`config.mk`:
```
export PLATFORM = sky130hd
export DESIGN_NAME = alu_result_uart_tx
export DESIGN_NICKNAME = d
export VERILOG_FILES = /design/src/rtl/alu_result_uart_tx.sv
export SDC_FILE = /design/constraint.sdc
export NUM_CORES = 1
export LEC_CHECK = 0
export ABC_CLOCK_PERIOD_IN_PS = 4000
export CAP_MARGIN = 20
export CORE_MARGIN = 8
export CORE_UTILIZATION = 66
export CTS_BUF_LIST = sky130_fd_sc_hd__clkbuf_4
export CTS_CLUSTER_DIAMETER = 40
export DETAILED_ROUTE_END_ITERATION = 6
export GPL_TIMING_DRIVEN = 0
export PLACE_DENSITY_LB_ADDON = 0.08
export SYNTH_ARGS = -nofsm -noshare
export SYNTH_HDL_FRONTEND = slang
export SYNTH_SLANG_ARGS = --single-unit
export TNS_END_PERCENT = 10
```
`constraint.sdc`:
```
create_clock -name clk -period 4 [get_ports clk]
set_input_delay 1.2 -clock clk [delete_from_list [all_inputs] [get_ports clk]]
set_output_delay 1.2 -clock clk [all_outputs]
set_load 0.01 [all_outputs]
```
`src/rtl/alu_result_uart_tx.sv`:
```
// -----------------------------------------------------------------------------
// alu_result_uart_tx
//
// Receives 8-bit ALU result words, buffers them in a small FIFO and sends each
// one as an 8N1 UART frame on a single serial pin. A frame is one start bit
// (low), eight data bits LSB first and one stop bit (high). Each bit lasts
// CLKS_PER_BIT clocks, so a frame lasts 10*CLKS_PER_BIT clocks. When another
// word is waiting at the end of a stop bit, the next start bit follows with
// no idle gap.
//
// Handshake: a word moves on the clk edge where in_valid && in_ready. in_ready
// is the registered "FIFO not full" flag and never depends on in_valid. If
// in_valid is high while in_ready is low, the word is dropped and overflow
// is set.
//
// Ports:
//   clk         clock
//   rst_n       synchronous active-low reset (flushes FIFO, aborts frame)
//   in_valid    producer offers in_data this cycle
//   in_data     ALU result word
//   in_ready    FIFO can accept a word (not full)
//   tx          UART serial line, registered, idles high
//   busy        a frame is in progress (FSM not IDLE)
//   fifo_count  number of words currently buffered
//   overflow    sticky: a word was offered while full (cleared by reset)
//   state_o     current FSM state, for observation
// -----------------------------------------------------------------------------
module alu_result_uart_tx #(
  parameter int CLKS_PER_BIT = 4,  // 1..65535
  parameter int DEPTH        = 4   // power of two, >= 2
) (
  input  logic                     clk,
  input  logic                     rst_n,
  input  logic                     in_valid,
  input  logic [7:0]               in_data,
  output logic                     in_ready,
  output logic                     tx,
  output logic                     busy,
  output logic [$clog2(DEPTH):0]   fifo_count,
  output logic                     overflow,
  output logic [1:0]               state_o
);

  localparam int AW = $clog2(DEPTH);
  localparam int CW = AW + 1;
  localparam logic [15:0]   BAUD_LAST = 16'(CLKS_PER_BIT - 1);
  localparam logic [CW-1:0] FULL      = CW'(DEPTH);

  typedef enum logic [1:0] {
    S_IDLE  = 2'd0,
    S_START = 2'd1,
    S_DATA  = 2'd2,
    S_STOP  = 2'd3
  } state_e;

  // ---------------------------------------------------------------------------
  // FIFO
  // ---------------------------------------------------------------------------
  logic [7:0]    mem_q [DEPTH];
  logic [AW-1:0] wr_ptr_q, rd_ptr_q;
  logic [CW-1:0] count_q;
  logic          overflow_q;
  logic          push;
  logic          pop;
  logic [7:0]    head;

  assign in_ready   = (count_q != FULL);
  assign push       = in_valid && in_ready;
  assign head       = mem_q[rd_ptr_q];
  assign fifo_count = count_q;
  assign overflow   = overflow_q;

  // Storage has no reset; clearing the pointers empties the FIFO.
  always_ff @(posedge clk) begin
    if (push) begin
      mem_q[wr_ptr_q] <= in_data;
    end
  end

  // DEPTH is a power of two, so the pointers wrap when they overflow.
  always_ff @(posedge clk) begin
    if (!rst_n) begin
      wr_ptr_q   <= '0;
      rd_ptr_q   <= '0;
      count_q    <= '0;
      overflow_q <= 1'b0;
    end else begin
      if (push) wr_ptr_q <= wr_ptr_q + 1'b1;
      if (pop)  rd_ptr_q <= rd_ptr_q + 1'b1;
      case ({push, pop})
        2'b10:   count_q <= count_q + 1'b1;
        2'b01:   count_q <= count_q - 1'b1;
        default: count_q <= count_q;
      endcase
      if (in_valid && !in_ready) overflow_q <= 1'b1;
    end
  end

  // ---------------------------------------------------------------------------
  // Serialiser FSM
  // ---------------------------------------------------------------------------
  state_e      state_q, state_d;
  logic [15:0] baud_q, baud_d;
  logic [2:0]  bit_q, bit_d;
  logic [7:0]  shift_q, shift_d;
  logic        tx_q, tx_d;
  logic        baud_end;

  assign baud_end = (baud_q == BAUD_LAST);

  always_ff @(posedge clk) begin
    if (!rst_n) begin
      state_q <= S_IDLE;
      baud_q  <= '0;
      bit_q   <= '0;
      shift_q <= '0;
      tx_q    <= 1'b1;
    end else begin
      state_q <= state_d;
      baud_q  <= baud_d;
      bit_q   <= bit_d;
      shift_q <= shift_d;
      tx_q    <= tx_d;
    end
  end

  // tx_d is the line level for the state being entered. This keeps tx
  // registered and aligned with the state register.
  always_comb begin
    state_d = state_q;
    baud_d  = baud_q;
    bit_d   = bit_q;
    shift_d = shift_q;
    tx_d    = tx_q;
    pop     = 1'b0;

    case (state_q)
      S_IDLE: begin
        tx_d = 1'b1;
        if (count_q != '0) begin
          pop     = 1'b1;
          shift_d = head;
          baud_d  = '0;
          tx_d    = 1'b0;
          state_d = S_START;
        end
      end

      S_START: begin
        if (baud_end) begin
          baud_d  = '0;
          bit_d   = '0;
          tx_d    = shift_q[0];
          state_d = S_DATA;
        end else begin
          baud_d = baud_q + 16'd1;
        end
      end

      S_DATA: begin
        if (baud_end) begin
          baud_d = '0;
          if (bit_q == 3'd7) begin
            tx_d    = 1'b1;
            state_d = S_STOP;
          end else begin
            // The next bit on the line is shift_q[1], which becomes
            // shift_q[0] once the register shifts.
            bit_d   = bit_q + 3'd1;
            shift_d = shift_q >> 1;
            tx_d    = shift_q[1];
          end
        end else begin
          baud_d = baud_q + 16'd1;
        end
      end

      S_STOP: begin
        if (baud_end) begin
          baud_d = '0;
          if (count_q != '0) begin
            pop     = 1'b1;
            shift_d = head;
            tx_d    = 1'b0;
            state_d = S_START;
          end else begin
            tx_d    = 1'b1;
            state_d = S_IDLE;
          end
        end else begin
          baud_d = baud_q + 16'd1;
        end
      end

      default: begin
        tx_d    = 1'b1;
        state_d = S_IDLE;
      end
    endcase
  end

  assign tx      = tx_q;
  assign busy    = (state_q != S_IDLE);
  assign state_o = state_q;

endmodule
```
==> impl_results.md <==
- Layout cells sized above 1: 0.135
- CTS tree: built
- Sink Count: 72
- RSZ-0062 raised after global routing: false
- Final HPWL DP: about 4600 um
- Clock Tree Root: clkbuf_4
- Final setup fails: 0
- Max FO, Critical Path: 6
- Worst path depth: 4
- Fin area: around 3800 sq um
- Number of antenna diodes: 0
- Final Cycle Share: 0.767
- Antenna-violating nets left: 0
- Syn avg cell area: 11.7 sq um
- Syn_nets: about 320
- Die Width: between 80 and 90 um
- Setup CP Type: reg2out
- Post-synth EDFFs: 32
- Cell Pwr Density: about 640 nW/um^2
- Dominant cell type by area after synthesis: edfxtp_1
- Worst Hold Depth: 2
- Most used cell, CP: inv_1
- Fin crit period: between 3 and 4 ns
- 1st-iter DRT viols: around 190
- Total CTS buffers: 9
- Die area: around 7700 sq um
- DRC Markers: 0
- Routed wire per std cell: 16.3 um
- Clk buf depth: 2
- Total Wirelength: 6430 um
- Cts hold-fix bufs: 0
- Routability cong.: just under 0.9
- Placed inst area: between 3000 and 4000 sq um
- First-pass GRT wire length: around 11000 um
- Largest net degree at the start of global routing: 13
- Synth Flop Type: dfxtp_1
- Fin Setup TNS: 0 ns
- Reg clk slew, reported paths: around 0.11 ns
- CP top delay family: buffers and inverters
- Area growth from synthesis to layout: 12.2%
- Final core utilization: 0.754
- Worst slew pin tran: ~0.67 ns
- Top post-synthesis cells by area: edfxtp_1, dfxtp_1, mux4_2
- Die height: just under 90 um
- Sequential area share after synthesis: 0.520
- Yosys top cell area share: 0.283
- FF+latch count, synth: between 70 and 80
- Max-Cap Viols: 0
- Crit-path max cell delay: ~0.53 ns
- Synth unique cells: between 50 and 60
- Layout net count: roughly 350
- Clock Latency Late Sink: ~0.4 ns
- Clk_skew: 0.0133 ns
- Worst-path cell chain: inv_1 -> ha_1 -> inv_1 -> clkdlybuf4s50_1
- Top-count cell post-synth: dfxtp_1
- Worst Path Arrival: 1.87 ns
- CORE AREA: slightly above 5000 sq um
- Asr flop ratio synth: 0
- Total track usage: 0.183
- Grt total ovfl: 0
- Vias in the first global route: between 2000 and 2500
- VDD IR max: around 360 uV
- Max-slew violations: 0
- Input/output buffers: 19
- Worst path slowest cell: clkdlybuf4s50_1
- CTS resizes: 0
- Cell depth of the worst flop-to-flop path: 11
- FP Rows: 26
- HP Class: reg2reg
- Status: complete, no violations
- # Post-CTS Setup Buffers: 0
- Mapped Cells: 290
- Vias: between 2000 and 2500
- Critical Path RT: between 2 and 3 ns
- Io pins: 20
- Worst path bufs/invs: 3
- Leak Pwr: 1.32 nW
- Worst Setup Start Kind: flop
- Crit end category: primary output
- Initial antenna violation count: 0
- Vias per cell: slightly above 6
- Drt pass-1 iters: 4
- FMAX: 326 MHz
- Starting Density: 0.672
- Relative slew slack: 0.550
- Syn. warnings: 0
- Fin. Hold Viols: 0
- Top post-synthesis cells by count: dfxtp_1, edfxtp_1, nor2_1
- Mapped cell area: between 3000 and 4000 sq um
- CTS HTree Levels: 3
==> cells by family (layout without fill, tap and decap cells) <==
group,Yosys count,after routing,share of synthesized area
mux,20,20,0.0886
flops,72,72,0.520
xor+xnor,3,3,0.00775
fa+ha+maj,14,14,0.0539
simple gates,91,91,0.155
compound gates,63,63,0.138
buf+inv,27,62,0.0373
==> area by class of cell <==
class	count	area (sq um)
inverters	12	45.0
multi-input cells	191	1500
repair buffers	19	190
well taps	70	87.6
fillers	356	1240
flip-flops and latches	72	1760
plain buffers	15	81.3
clock buffers	10	75.1
clock inverters	6	60.1
==> routing by layer <==
metal / part of all wire / GRT usage / up-vias
li1: - / - / 1167
met1: 0.44 / 0.214 / 1172
met2: 0.49 / 0.311 / 53
met3: 0.045 / 0.0572 / 14
met4: 0.019 / 0.0641 / 0
met5: 0 / 0 / -
==> path summary, 6_finish.rpt <==
kind	startpoint	to	slack [ns]
setup / recovery	state_o[1]	busy	0.93
hold / removal	shift_q[7]	shift_q[7]	0.47
setup reg to reg	baud_q[0]	fifo_count[2]	0.96
hold reg to reg	shift_q[7]	shift_q[7]	0.47
==> per-stage QoR <==
stage	total power [mW]	setup slack (ns)	std cells	hold WS, ns
floorplan	1.69	1.37	290	0.436
global placement	1.95	0.872	379	0.451
CTS	2.43	0.935	395	0.475
global route	2.57	0.763	395	0.494
detailed placement	1.98	0.794	379	0.460
finish	2.42	0.934	395	0.474
==> worst reg2reg max path, cell delays in order, from the launching register on <==
cell	delay (ns)
dfxtp_1	0.43
ha_1	0.30
nor4b_4	0.37
and4_2	0.35
a21oi_2	0.11
nor2_1	0.15
ha_1	0.20
inv_1	0.06
fa_1	0.38
xor2_1	0.16
or3_1	0.31
a21oi_1	0.15
==> report_power, final <==
part | switching [mW] | total (mW) | leakage, nW | internal, mW
clock | 0.253 | 0.447 | 0.0738 | 0.194
combinational | 0.603 | 1.02 | 0.630 | 0.421
sequential | 0.0698 | 0.951 | 0.620 | 0.882
==> cells in the final DEF, fill, tap and decap left out, types with 5 or more instances in the layout <==
| master | instances |
|---|---|
| mux4_2 | 8 |
| a21oi_1 | 14 |
| clkbuf_4 | 10 |
| mux2i_1 | 12 |
| dfxtp_1 | 40 |
| edfxtp_1 | 32 |
| clkbuf_1 | 10 |
| nor2_1 | 24 |
| clkdlybuf4s50_1 | 19 |
| o21ai_0 | 10 |
| and3_1 | 6 |
| nand2_1 | 21 |
| a41oi_1 | 5 |
| a211oi_1 | 7 |
| ha_1 | 13 |
| a311oi_1 | 7 |
| inv_1 | 12 |
| nand3_1 | 10 |
==> sequential cells by signal, summed over array words and instances (netlist names), 2 cells and up, named ones only <==
| name | count |
|---|---|
| bit_q | 3 |
| shift_q | 8 |
| baud_q | 16 |
| rd_ptr_q | 2 |
| mem_q | 32 |
| fifo_count | 3 |
| wr_ptr_q | 2 |
| state_o | 2 |
No activity file was read; power rests on OpenSTA's default activity.
